--- src/rtl/ain_cond_pkg.sv ---
// ain_cond_pkg: types and constants shared between ain_conditioner and the
// downstream pattern-detector FSM.
//   state_t        : debounce FSM state encoding
//   CODE_*         : 2-bit command codes presented on ain
package ain_cond_pkg;

  typedef enum logic {
    STABLE    = 1'b0,
    CANDIDATE = 1'b1
  } state_t;

  localparam logic [1:0] CODE_IDLE = 2'b00;
  localparam logic [1:0] CODE_CLR  = 2'b01;
  localparam logic [1:0] CODE_TGL  = 2'b10;
  localparam logic [1:0] CODE_SET  = 2'b11;

endpackage

--- src/rtl/ain_conditioner_if.sv ---
// ain_conditioner_if: raw switch lines in, debounced code and strobe out.
//   ain_raw    : raw 2-bit switch lines (asynchronous to clk)
//   ain_out    : debounced, registered code
//   ain_strobe : one-cycle pulse when ain_out takes a new value
// Modports: master = the side driving the switches and consuming the code,
//           slave  = the conditioner itself.
interface ain_conditioner_if;
  logic [1:0] ain_raw;
  logic [1:0] ain_out;
  logic       ain_strobe;

  modport master (output ain_raw, input  ain_out, input  ain_strobe);
  modport slave  (input  ain_raw, output ain_out, output ain_strobe);
endinterface

--- src/rtl/ain_conditioner_sync2.sv ---
// sync2: parameterised-width two-flop synchronizer, async active-low reset.
//   i_clk   : destination clock
//   i_rst_n : asynchronous active-low reset (clears both stages)
//   i_d     : asynchronous input
//   o_q     : synchronized output (second flop)
module sync2 #(
  parameter int WIDTH = 1
) (
  input  logic             i_clk,
  input  logic             i_rst_n,
  input  logic [WIDTH-1:0] i_d,
  output logic [WIDTH-1:0] o_q
);
  logic [WIDTH-1:0] r_meta;
  logic [WIDTH-1:0] r_sync;

  always_ff @(posedge i_clk or negedge i_rst_n) begin
    if (!i_rst_n) begin
      r_meta <= '0;
      r_sync <= '0;
    end else begin
      r_meta <= i_d;
      r_sync <= r_meta;
    end
  end

  assign o_q = r_sync;
endmodule

--- src/rtl/ain_conditioner.sv ---
// ain_conditioner: debounces two raw switch lines as one 2-bit vector and
// presents a clean registered code plus a one-cycle change strobe.
//   clk      : system clock, rising edge
//   reset_n  : asynchronous active-low reset
//   bus      : ain_conditioner_if.slave (ain_raw in, ain_out/ain_strobe out)
// Parameter DEBOUNCE_CYCLES (1..255): consecutive identical samples beyond
// the first needed to commit a new code.
// Build option: define AIN_COND_SYNC_EN to put a 2-flop synchronizer in
// front of the FSM (adds 2 cycles of latency); otherwise ain_raw is sampled
// directly and must meet setup to clk.
module ain_conditioner
  import ain_cond_pkg::*;
#(
  parameter  int DEBOUNCE_CYCLES = 4,
  localparam int CNT_W           = $clog2(DEBOUNCE_CYCLES + 1)
) (
  input  logic         clk,
  input  logic         reset_n,
  ain_conditioner_if.slave bus
);
  localparam logic [CNT_W-1:0] CNT_ONE = CNT_W'(1);
  localparam logic [CNT_W-1:0] CNT_MAX = CNT_W'(DEBOUNCE_CYCLES);

  logic [1:0]       w_s;
  state_t           r_state;
  logic [1:0]       r_cand;
  logic [CNT_W-1:0] r_cnt;
  logic [1:0]       r_out;
  logic             r_stb;

`ifdef AIN_COND_SYNC_EN
  sync2 #(.WIDTH(2)) u_sync (
    .i_clk   (clk),
    .i_rst_n (reset_n),
    .i_d     (bus.ain_raw),
    .o_q     (w_s)
  );
`else
  assign w_s = bus.ain_raw;
`endif

  // Whole vector is debounced as a unit: any deviation from the candidate
  // restarts the count, so a partial code can never be committed.
  always_ff @(posedge clk or negedge reset_n) begin
    if (!reset_n) begin
      r_state <= STABLE;
      r_cand  <= CODE_IDLE;
      r_cnt   <= '0;
      r_out   <= CODE_IDLE;
      r_stb   <= 1'b0;
    end else begin
      r_stb <= 1'b0;
      case (r_state)
        STABLE: begin
          if (w_s != r_out) begin
            r_cand  <= w_s;
            r_cnt   <= CNT_ONE;
            r_state <= CANDIDATE;
          end
        end
        CANDIDATE: begin
          if (w_s == r_out) begin
            // bounced back to the committed code
            r_cnt   <= '0;
            r_state <= STABLE;
          end else if (w_s != r_cand) begin
            r_cand <= w_s;
            r_cnt  <= CNT_ONE;
          end else if (r_cnt == CNT_MAX) begin
            r_out   <= r_cand;
            r_stb   <= 1'b1;
            r_cnt   <= '0;
            r_state <= STABLE;
          end else begin
            r_cnt <= r_cnt + CNT_ONE;
          end
        end
        default: r_state <= STABLE;
      endcase
    end
  end

  assign bus.ain_out    = r_out;
  assign bus.ain_strobe = r_stb;
endmodule

--- src/flat_wrapper.sv ---
// flat-port wrapper written by rule: the top's interface ports become plain ports
module ain_conditioner_flat import ain_cond_pkg::*;
#(
  parameter  int DEBOUNCE_CYCLES = 4,
  localparam int CNT_W           = $clog2(DEBOUNCE_CYCLES + 1)
)
  (clk, reset_n, bus_ain_raw, bus_ain_out, bus_ain_strobe);
  ain_conditioner_if bus_i ();
  input  logic clk;
  input  logic reset_n;
  input wire logic [$bits(bus_i.ain_raw)-1:0] bus_ain_raw;
  output wire logic [$bits(bus_i.ain_out)-1:0] bus_ain_out;
  output wire logic [$bits(bus_i.ain_strobe)-1:0] bus_ain_strobe;
  assign bus_i.ain_raw = bus_ain_raw;
  assign bus_ain_out = bus_i.ain_out;
  assign bus_ain_strobe = bus_i.ain_strobe;
  ain_conditioner #(.DEBOUNCE_CYCLES(DEBOUNCE_CYCLES)) u_core (.clk(clk), .reset_n(reset_n), .bus(bus_i));
endmodule
--- config.mk ---
export PLATFORM = sky130hd
export DESIGN_NAME = ain_conditioner_flat
export DESIGN_NICKNAME = d
export VERILOG_FILES = /design/src/rtl/ain_cond_pkg.sv /design/src/rtl/ain_conditioner_if.sv /design/src/rtl/ain_conditioner_sync2.sv /design/src/rtl/ain_conditioner.sv /design/src/flat_wrapper.sv
export SDC_FILE = /design/constraint.sdc
export NUM_CORES = 1
export LEC_CHECK = 0
export ABC_AREA = 0
export CELL_PAD_IN_SITES_DETAIL_PLACEMENT = 0
export CELL_PAD_IN_SITES_GLOBAL_PLACEMENT = 1
export CORE_MARGIN = 10
export CORE_UTILIZATION = 30
export DETAILED_ROUTE_END_ITERATION = 7
export PLACE_DENSITY = 0.66
export SYNTH_ARGS = -nofsm -noshare
export SYNTH_HDL_FRONTEND = slang
export SYNTH_SLANG_ARGS = --single-unit
--- constraint.sdc ---
create_clock -name clk -period 1.58 [get_ports clk]
set_clock_uncertainty 0.1 [all_clocks]
set_input_delay 0.474 -clock clk [delete_from_list [all_inputs] [get_ports clk]]
set_output_delay 0.474 -clock clk [all_outputs]
set_load 0.02 [all_outputs]
======== Yosys cells after proc, flatten, opt, wreduce, memory -nomap -nowiden ========
Index checks and enable logic that the tools add are counted.
cells by class
  muxes and demuxes ....................... 18
  equal/unequal tests ..................... 7
  $add $sub $neg .......................... 1
  reductions and logical operators ........ 2
  bitwise logic cells ..................... 3
operators by type and width
  operator                                                                  number
  3-bit two-way mux                                                         4
  1-bit two-way mux                                                         8
  2-bit two-way mux                                                         3
  3-bit one-hot mux with 2 select lines                                     1
  2-bit inequality test                                                     2
  2-bit inequality test (second input constant)                             2
  2-bit one-hot mux with 2 select lines                                     1
  4-bit AND reduction                                                       1
  3-bit by 1-bit adder with 3-bit output (second input constant)            1
  3-bit equality test (second input constant)                               1
  1-bit NOT                                                                 3
  3-bit AND reduction                                                       1
  2-bit equality test                                                       1
  2-bit by 1-bit inequality test with 1-bit output (second input constant)  1
  1-bit one-hot mux with 2 select lines                                     1
storage, ports and cells
  output and inout bits ................... 3
  input bits .............................. 4
  word-level logic and storage cells ...... 36
  register bits ........................... 9

======== Depth between registers and ports, before layout ========
Gate-level depths: netlist of the first run.
  depth after elaboration ................. 5
  gate-level depth with buffers ........... 6

======== Worst setup path after synthesis of the first run ========
No wires, ideal clock.
  path kind ............................... register to register
  start ................................... register u_core.r_out[0], in the netlist u_core.bus.ain_out[0]
  end ..................................... register u_core.r_out[0], in the netlist u_core.bus.ain_out[0]
  slack ................................... -24 ps
  buffers on the path ..................... 0
  arrival time ............................ 1378 ps
  library setup time ...................... 125 ps
  cell stages (with the launch flop) ...... 5
  cells stage by stage .................... dfrtp_1 > xnor2_1 > nand2_1 > and3b_4 > mux2_4
between the ends
  longest elaborated chain between the ends .. 3
RTL lines
  what                           RTL line               text
  start: declaration             ain_conditioner.sv:28  logic [1:0] r_out;
  start signal: assignment       ain_conditioner.sv:70  r_out <= r_cand;
  2-bit equality test            ain_conditioner.sv:62  if (w_s == r_out) begin
  1-bit NOT (no line)            --
  4-bit AND reduction (no line)  --
Every way passes these cells.
A chain may end at the register's enable or synchronous reset.

======== Worst setup path in the final report of the first run ========
  start ................................... register u_core.r_cnt[1]
  end ..................................... register u_core.r_out[0], in the netlist u_core.bus.ain_out[0]
between the ends
  longest elaborated chain between the ends .. 2
RTL lines
  what                           RTL line               text
  start: declaration             ain_conditioner.sv:27  logic [CNT_W-1:0] r_cnt;
  start signal: assignment       ain_conditioner.sv:75  r_cnt <= r_cnt + CNT_ONE;
  3-bit equality test            ain_conditioner.sv:69  end else if (r_cnt == CNT_MAX) begin
  4-bit AND reduction (no line)  --
Every way passes these cells.

==> summary.txt, run 1 <==
Run status
  • Outcome: complete, no violations

Placed design
  • Dpl ws: -0.5221 ns
  • Detail Placement HPWL: 724.9 um
  • IO buf count: 6
  • Gpl congestion: 0.7184

Logic synthesis
  • Avg Cell Area, Syn: 11.92 um2
  • Top-area cell type share of the netlist area: 0.4972
  • Syn Nets: 44
  • Top_reg_cell synth: dfrtp_1
  • Top-count cell post-synth: dfrtp_1
  • #FFs+latches synth: 9
  • Cell Area, Synth: 452.9 um2
  • Cells after Synth: 38
  • Yosys top cell by area: dfrtp_1
  • Synth area leaders: dfrtp_1, xnor2_1, mux2_4
  • Fraction of registers with async set/reset: 1.000
  • Number of flops mapped to enable cells by yosys: 0
  • Sequential area share after synthesis: 0.4972
  • Yosys warns: 0
  • Commonest cells in the netlist: dfrtp_1, nand2_1, xnor2_1
  • Synth unique cells: 17

Final layout
  • Synthesis-to-layout area growth: 39.50%
  • Proportion of layout cells with a drive suffix above 1: 0.4746
  • Filler cell count: 149
  • Area of the multi-input gates: 217.7 um2
  • # diodes: 0
  • Reg area: 225.2 um2
  • Final net count: 66

GRT
  • Largest net degree at the start of global routing: 10
  • Antenna violations before repair: 0
  • GR Overflow Total: 0
  • Tot GR Track Use: 0.06293
  • Vias in the first global route: 399
  • First-pass GRT wire length: 1.690 mm

STA
  • Setup ws final: 0.03509 ns
  • Period utilization: 0.9778
  • Measured slew at the worst slew-check pin: 0.4165 ns
  • Fmax: 0.6473 GHz
  • Final setup viols: 0
  • Max Slew Vio Count: 0
  • Post-layout min period: 1.545 ns
  • Final Hold Fails: 0
  • Slew headroom: 0.7215
  • RSZ-0062 raised after global routing: false
  • Hold_ws: 0.4121 ns

Floorplanning
  • # rows: 13
  • Initial cell density of the core: 0.3315
  • Core outline area: 0.001366 mm2
  • Die H: 58.86 um
  • Total Die Area: 0.003464 mm2
  • Ports: 7
  • Die width: 58.86 um

Worst setup path
  • WP depth: 5
  • Max stage delay cell, worst path: dfrtp_1
  • Worst path required time: 1.62 ns
  • R2R depth: 5
  • Worst path max stage delay: 0.40 ns
  • Worst path bufs/invs: 1
  • Crit path max-delay family: flip-flops
  • CP Max Fanout: 3
  • Kind of critical path: reg -> reg
  • Worst setup SP type: flip-flop
  • Critical Path, Cell by Cell: inv_2 -> ha_2 -> nand2_1 -> and3b_4 -> mux2_4
  • CP arrival: 1.59 ns
  • Nature of the critical path endpoint: flip-flop
  • R2R setup slack: 0.04 ns

Detailed routing
  • Initial DRT Pass Iterations: 2
  • Drt first-iter violations: 3
  • Routed Antenna Nets: 0
  • Routed wire per std cell: 12.66 um
  • Via count: 359
  • Via density per instance: 4.851
  • DRC violations left: 0
  • Detailed Route WL: 937 um

Clock tree
  • Worst-case clock buffer depth: 2
  • CTS Hold Buffers Added: 0
  • Worst-path clk slew: 0.06 ns
  • Root Driver: clkbuf_4
  • CTS sink count: 9
  • CTS tree: built
  • Skew-Pair Late Insertion Delay: 0.26 ns
  • H-tree depth: 1
  • CTS Buf Count: 3

Power
  • Leak: 0.3061 nW
  • Peak VDD IR: 479.5 uV
  • Pwr dens: 893.1 mW/mm2

Hold path
  • Worst Hold Class: in -> async

Job
  • Maxcap violations: 0
## placed cells by master (no fill, tap or decap), types with 2 or more instances in the layout
cell,instances
mux2_4,2
nand4_1,2
dfrtp_1,9
nor2_1,2
clkbuf_4,3
mux2_2,2
dlygate4sd2_1,2
buf_4,12
clkbuf_2,3
nand2_1,3
inv_2,2
xnor2_1,3
## final timing paths
kind | start | to
worst min register to register | u_core.r_cnt[2]$_DFFE_PN0P_ | u_core.r_state$_DFF_PN0_
worst max-delay path | u_core.r_cnt[1]$_DFFE_PN0P_ | u_core.bus.ain_out[0]$_DFFE_PN0P_
min in group clk | bus_ain_raw[0] | u_core.r_cand[0]$_DFFE_PN0P_
worst max register to register | u_core.r_cnt[1]$_DFFE_PN0P_ | u_core.bus.ain_out[0]$_DFFE_PN0P_
max in group asynchronous | reset_n | u_core.bus.ain_out[0]$_DFFE_PN0P_
worst min-delay path | reset_n | u_core.bus.ain_out[1]$_DFFE_PN0P_
## metal layers
layer	global-route usage	routed length (um)	vias to the layer above
met3	0.02790	51	2
met4	0.03934	17	0
li1	-	-	175
met2	0.1006	485	7
met5	0	0	-
met1	0.06585	383	175
## logic make-up after synthesis
group	synth area share
buf+inv	0.04972
mux	0.1160
compound gates	0.07460
xor+xnor	0.07734
fa+ha+maj	0.05524
simple gates	0.1298
flops	0.4972
## per-stage QoR
stage	util	power (mW)	TNS (ns)	cells	instance area, um2
global route	0.4625	0.6007	0	74	631.9
floorplan	-	0.3239	0	38	455.4
finish	0.4625	0.5643	0	74	631.9
CTS	0.4496	0.5579	0	71	614.3
global placement	0.4212	0.3687	-2.829	65	575.6
detailed placement	0.4212	0.3757	-3.208	65	575.6
## registers in the layout (all words and copies together) (netlist names)
| signal | cells |
|---|---|
| u_core.r_cnt | 3 |
| u_core.bus.ain_out | 2 |
| u_core.r_cand | 2 |
| u_core.bus.ain_strobe | 1 |
| u_core.r_state | 1 |
## what timing repair did
action	CTS	global route
pin swaps	3	5
resized for setup	7	8
setup endpoints to repair	10	5
buffers inserted	2	3
## final cells by class
type	count	area share
inverters	3	0.01782
repair buffers	18	0.2099
flip-flops and latches	9	0.3564
multi-input cells	25	0.3446
well taps	15	0.02970
clock buffers	4	0.04158
## where the power goes
group	switching, mW	total [mW]	internal (mW)
clock	0.0792	0.176	0.0973
sequential	0.0129	0.259	0.246
combinational	0.0553	0.129	0.0737
## worst register-to-register path: cells and delay by family, from the launching register on
| family | cells | cell delay (ns) |
|---|---|---|
| flops | 1 | 0.40 |
| simple gates | 2 | 0.40 |
| buf+inv | 1 | 0.07 |
| mux | 1 | 0.30 |
| fa+ha+maj | 1 | 0.17 |
(Power assumes the default switching activity.)
==> run 2: changes to the inputs <==
- ABC_AREA: 0 -> 1
- PLACE_DENSITY: 0.66 -> 0.7
==> summary.txt, run 2 <==
Final layout
  • Final net count: 106
  • Commonest non-fill, non-tap cells in the layout: nand2_1, inv_1, buf_4
  • Post-route cell area: 778.2 um2
  • Area of the multi-input gates: 286.5 um2
  • Synthesis-to-layout area growth: 37.61%
  • Final Non-Filler Cells: 124
  • # diodes: 0
  • Proportion of layout cells with a drive suffix above 1: 0.2626
  • Max FFs per register: 3
  • Most common cell after layout, fill and taps aside: nand2_1
  • Most flops, register: u_core.r_cnt
  • Filler cell count: 200
  • Reg area: 225.2 um2

Detailed routing
  • DRC violations left: 0
  • Drt first-iter violations: 11
  • Routed Antenna Nets: 0
  • Via count: 498
  • Detailed Route WL: 1.173 mm
  • Via density per instance: 4.016
  • Routed wire per std cell: 9.460 um
  • Initial DRT Pass Iterations: 4

Placed design
  • IO buf count: 6
  • Detail Placement HPWL: 983.4 um
  • Placed cells: 120
  • Gpl congestion: 0.8247
  • Cell Area, Placed: 740.7 um2

Worst setup path
  • Worst R2R Start: u_core.r_cnt[0]$_DFFE_PN0P_
  • Worst path required time: 1.01 ns
  • FF-to-FF End: u_core.bus.ain_out[0]$_DFFE_PN0P_
  • Critical Path, Cell by Cell: dlygate4sd2_1
  • Max stage delay cell, worst path: dfrtp_1
  • Worst path max stage delay: 0.38 ns
  • Worst setup SP type: flip-flop
  • CP Max Fanout: 2
  • Kind of critical path: reg -> out
  • R2R depth: 7
  • R2R setup slack: 0.24 ns
  • Worst path bufs/invs: 1
  • CP arrival: 0.97 ns
  • Crit path max-delay family: flip-flops
  • Nature of the critical path endpoint: primary output

Floorplanning
  • Initial cell density of the core: 0.3206
  • Total Die Area: 0.004022 mm2
  • Die H: 63.42 um
  • Ports: 7
  • Core outline area: 0.001764 mm2
  • # rows: 15
  • Die width: 63.42 um

STA
  • Slew headroom: 0.7283
  • Final Hold Fails: 0
  • Hold_ws: 0.4122 ns
  • Post-layout min period: 1.539 ns
  • Measured slew at the worst slew-check pin: 0.4063 ns
  • Max Slew Vio Count: 0
  • Period utilization: 0.9741
  • Fmax: 0.6498 GHz
  • Final setup viols: 0
  • RSZ-0062 raised after global routing: false

GRT
  • Tot GR Track Use: 0.06071
  • Largest net degree at the start of global routing: 10
  • Vias in the first global route: 452
  • Antenna violations before repair: 0
  • First-pass GRT wire length: 1.952 mm
  • GR Overflow Total: 0

Hold path
  • Worst Hold Class: in -> async

Power
  • Leak: 0.4639 nW
  • Pwr dens: 766.5 mW/mm2
  • Peak VDD IR: 421.4 uV

Logic synthesis
  • Top-count cell post-synth: nand2_1
  • Number of flops mapped to enable cells by yosys: 0
  • Top-area cell type share of the netlist area: 0.3982
  • Synth area leaders: dfrtp_1, nand2_1, inv_1
  • Synth unique cells: 12
  • Cell Area, Synth: 565.5 um2
  • Fraction of registers with async set/reset: 1.000
  • Yosys top cell by area: dfrtp_1
  • Yosys warns: 0
  • Syn Nets: 85
  • Top_reg_cell synth: dfrtp_1
  • Cells after Synth: 79
  • Avg Cell Area, Syn: 7.159 um2
  • Commonest cells in the netlist: nand2_1, inv_1, dfrtp_1
  • #FFs+latches synth: 9
  • Sequential area share after synthesis: 0.3982

Clock tree
  • Worst-path clk slew: 0.06 ns
  • Skew-Pair Late Insertion Delay: 0.26 ns
  • H-tree depth: 1
  • CTS Hold Buffers Added: 0
  • Post-cts repair resize count: 5
  • CTS sink count: 9
  • Root Driver: clkbuf_4
  • CTS tree: built
  • Worst-case clock buffer depth: 2
  • CTS Buf Count: 3
  • Post-CTS Setup Bufs: 0

Job
  • Maxcap violations: 0

Run status
  • Outcome: complete, no violations
run 2: changes by cell type after synthesis, sizes merged, moves of 2 or more:
cell,before,now
mux2,4,0
xnor2,4,0
nor2,2,4
nand2,4,37
inv,3,14
nand3,1,8
run 2: worst max-delay path by stage:
stage,from,endpoint,slack (ns),cells past startpoint
floorplan,u_core.r_cnt[0]$_DFFE_PN0P_,u_core.bus.ain_out[0]$_DFFE_PN0P_,0.31,7
finish,u_core.bus.ain_out[1]$_DFFE_PN0P_,bus_ain_out[1],0.04,1
CTS,bus_ain_raw[1],u_core.r_cnt[1]$_DFFE_PN0P_,0.03,9
global placement,bus_ain_raw[1],u_core.r_cnt[0]$_DFFE_PN0P_,-0.29,7
detailed placement,bus_ain_raw[1],u_core.r_cnt[0]$_DFFE_PN0P_,-0.29,7
global route,u_core.bus.ain_out[0]$_DFFE_PN0P_,bus_ain_out[0],0.002,1
run 2: logic make-up after synthesis:
logic type / after synthesis / share of synthesized area
fa+ha+maj: 2 / 0.04424
simple gates: 52 / 0.4292
compound gates: 1 / 0.01549
buf+inv: 15 / 0.1128
flops: 9 / 0.3982
run 2: area by class of cell:
cell class	count	share of cell area
Clock buffer	4	0.03376
Inverter	14	0.06752
Multi-Input combinational cell	55	0.3682
Sequential cell	9	0.2894
Tap cell	25	0.04019
Timing Repair Buffer	17	0.2010
run 2: routing by layer:
layer  GRT usage  vias to the layer above  part of all wire
met5           0                        -                 0
met4     0.01639                        0                 0
met3     0.03534                        0             0.056
met2     0.08668                        7              0.44
met1     0.07500                      212              0.50
li1            -                      279                 -
run 2: where the power goes:
| part | internal, mW | switching [mW] |
|---|---|---|
| logic | 0.0696 | 0.0855 |
| clock network | 0.0969 | 0.0742 |
| registers | 0.249 | 0.0210 |
run 2: metrics by stage:
| step | worst slack [ns] | utilization | power [mW] | setup TNS, ns |
|---|---|---|---|---|
| floorplan | 0.3065 | - | 0.3640 | 0 |
| global placement | -0.2906 | 0.4199 | 0.4307 | -2.190 |
| detailed placement | -0.2944 | 0.4199 | 0.4294 | -2.298 |
| CTS | 0.02945 | 0.4383 | 0.6050 | 0 |
| global route | 0.001516 | 0.4411 | 0.6427 | 0 |
| finish | 0.04096 | 0.4411 | 0.5965 | 0 |
==> run 3: changes to the inputs <==
- CAP_MARGIN: not set -> 20
- SKIP_LAST_GASP: not set -> 1
==> results of run 3 <==
The final DEF is identical to that of run 2; final timing and power are the same.
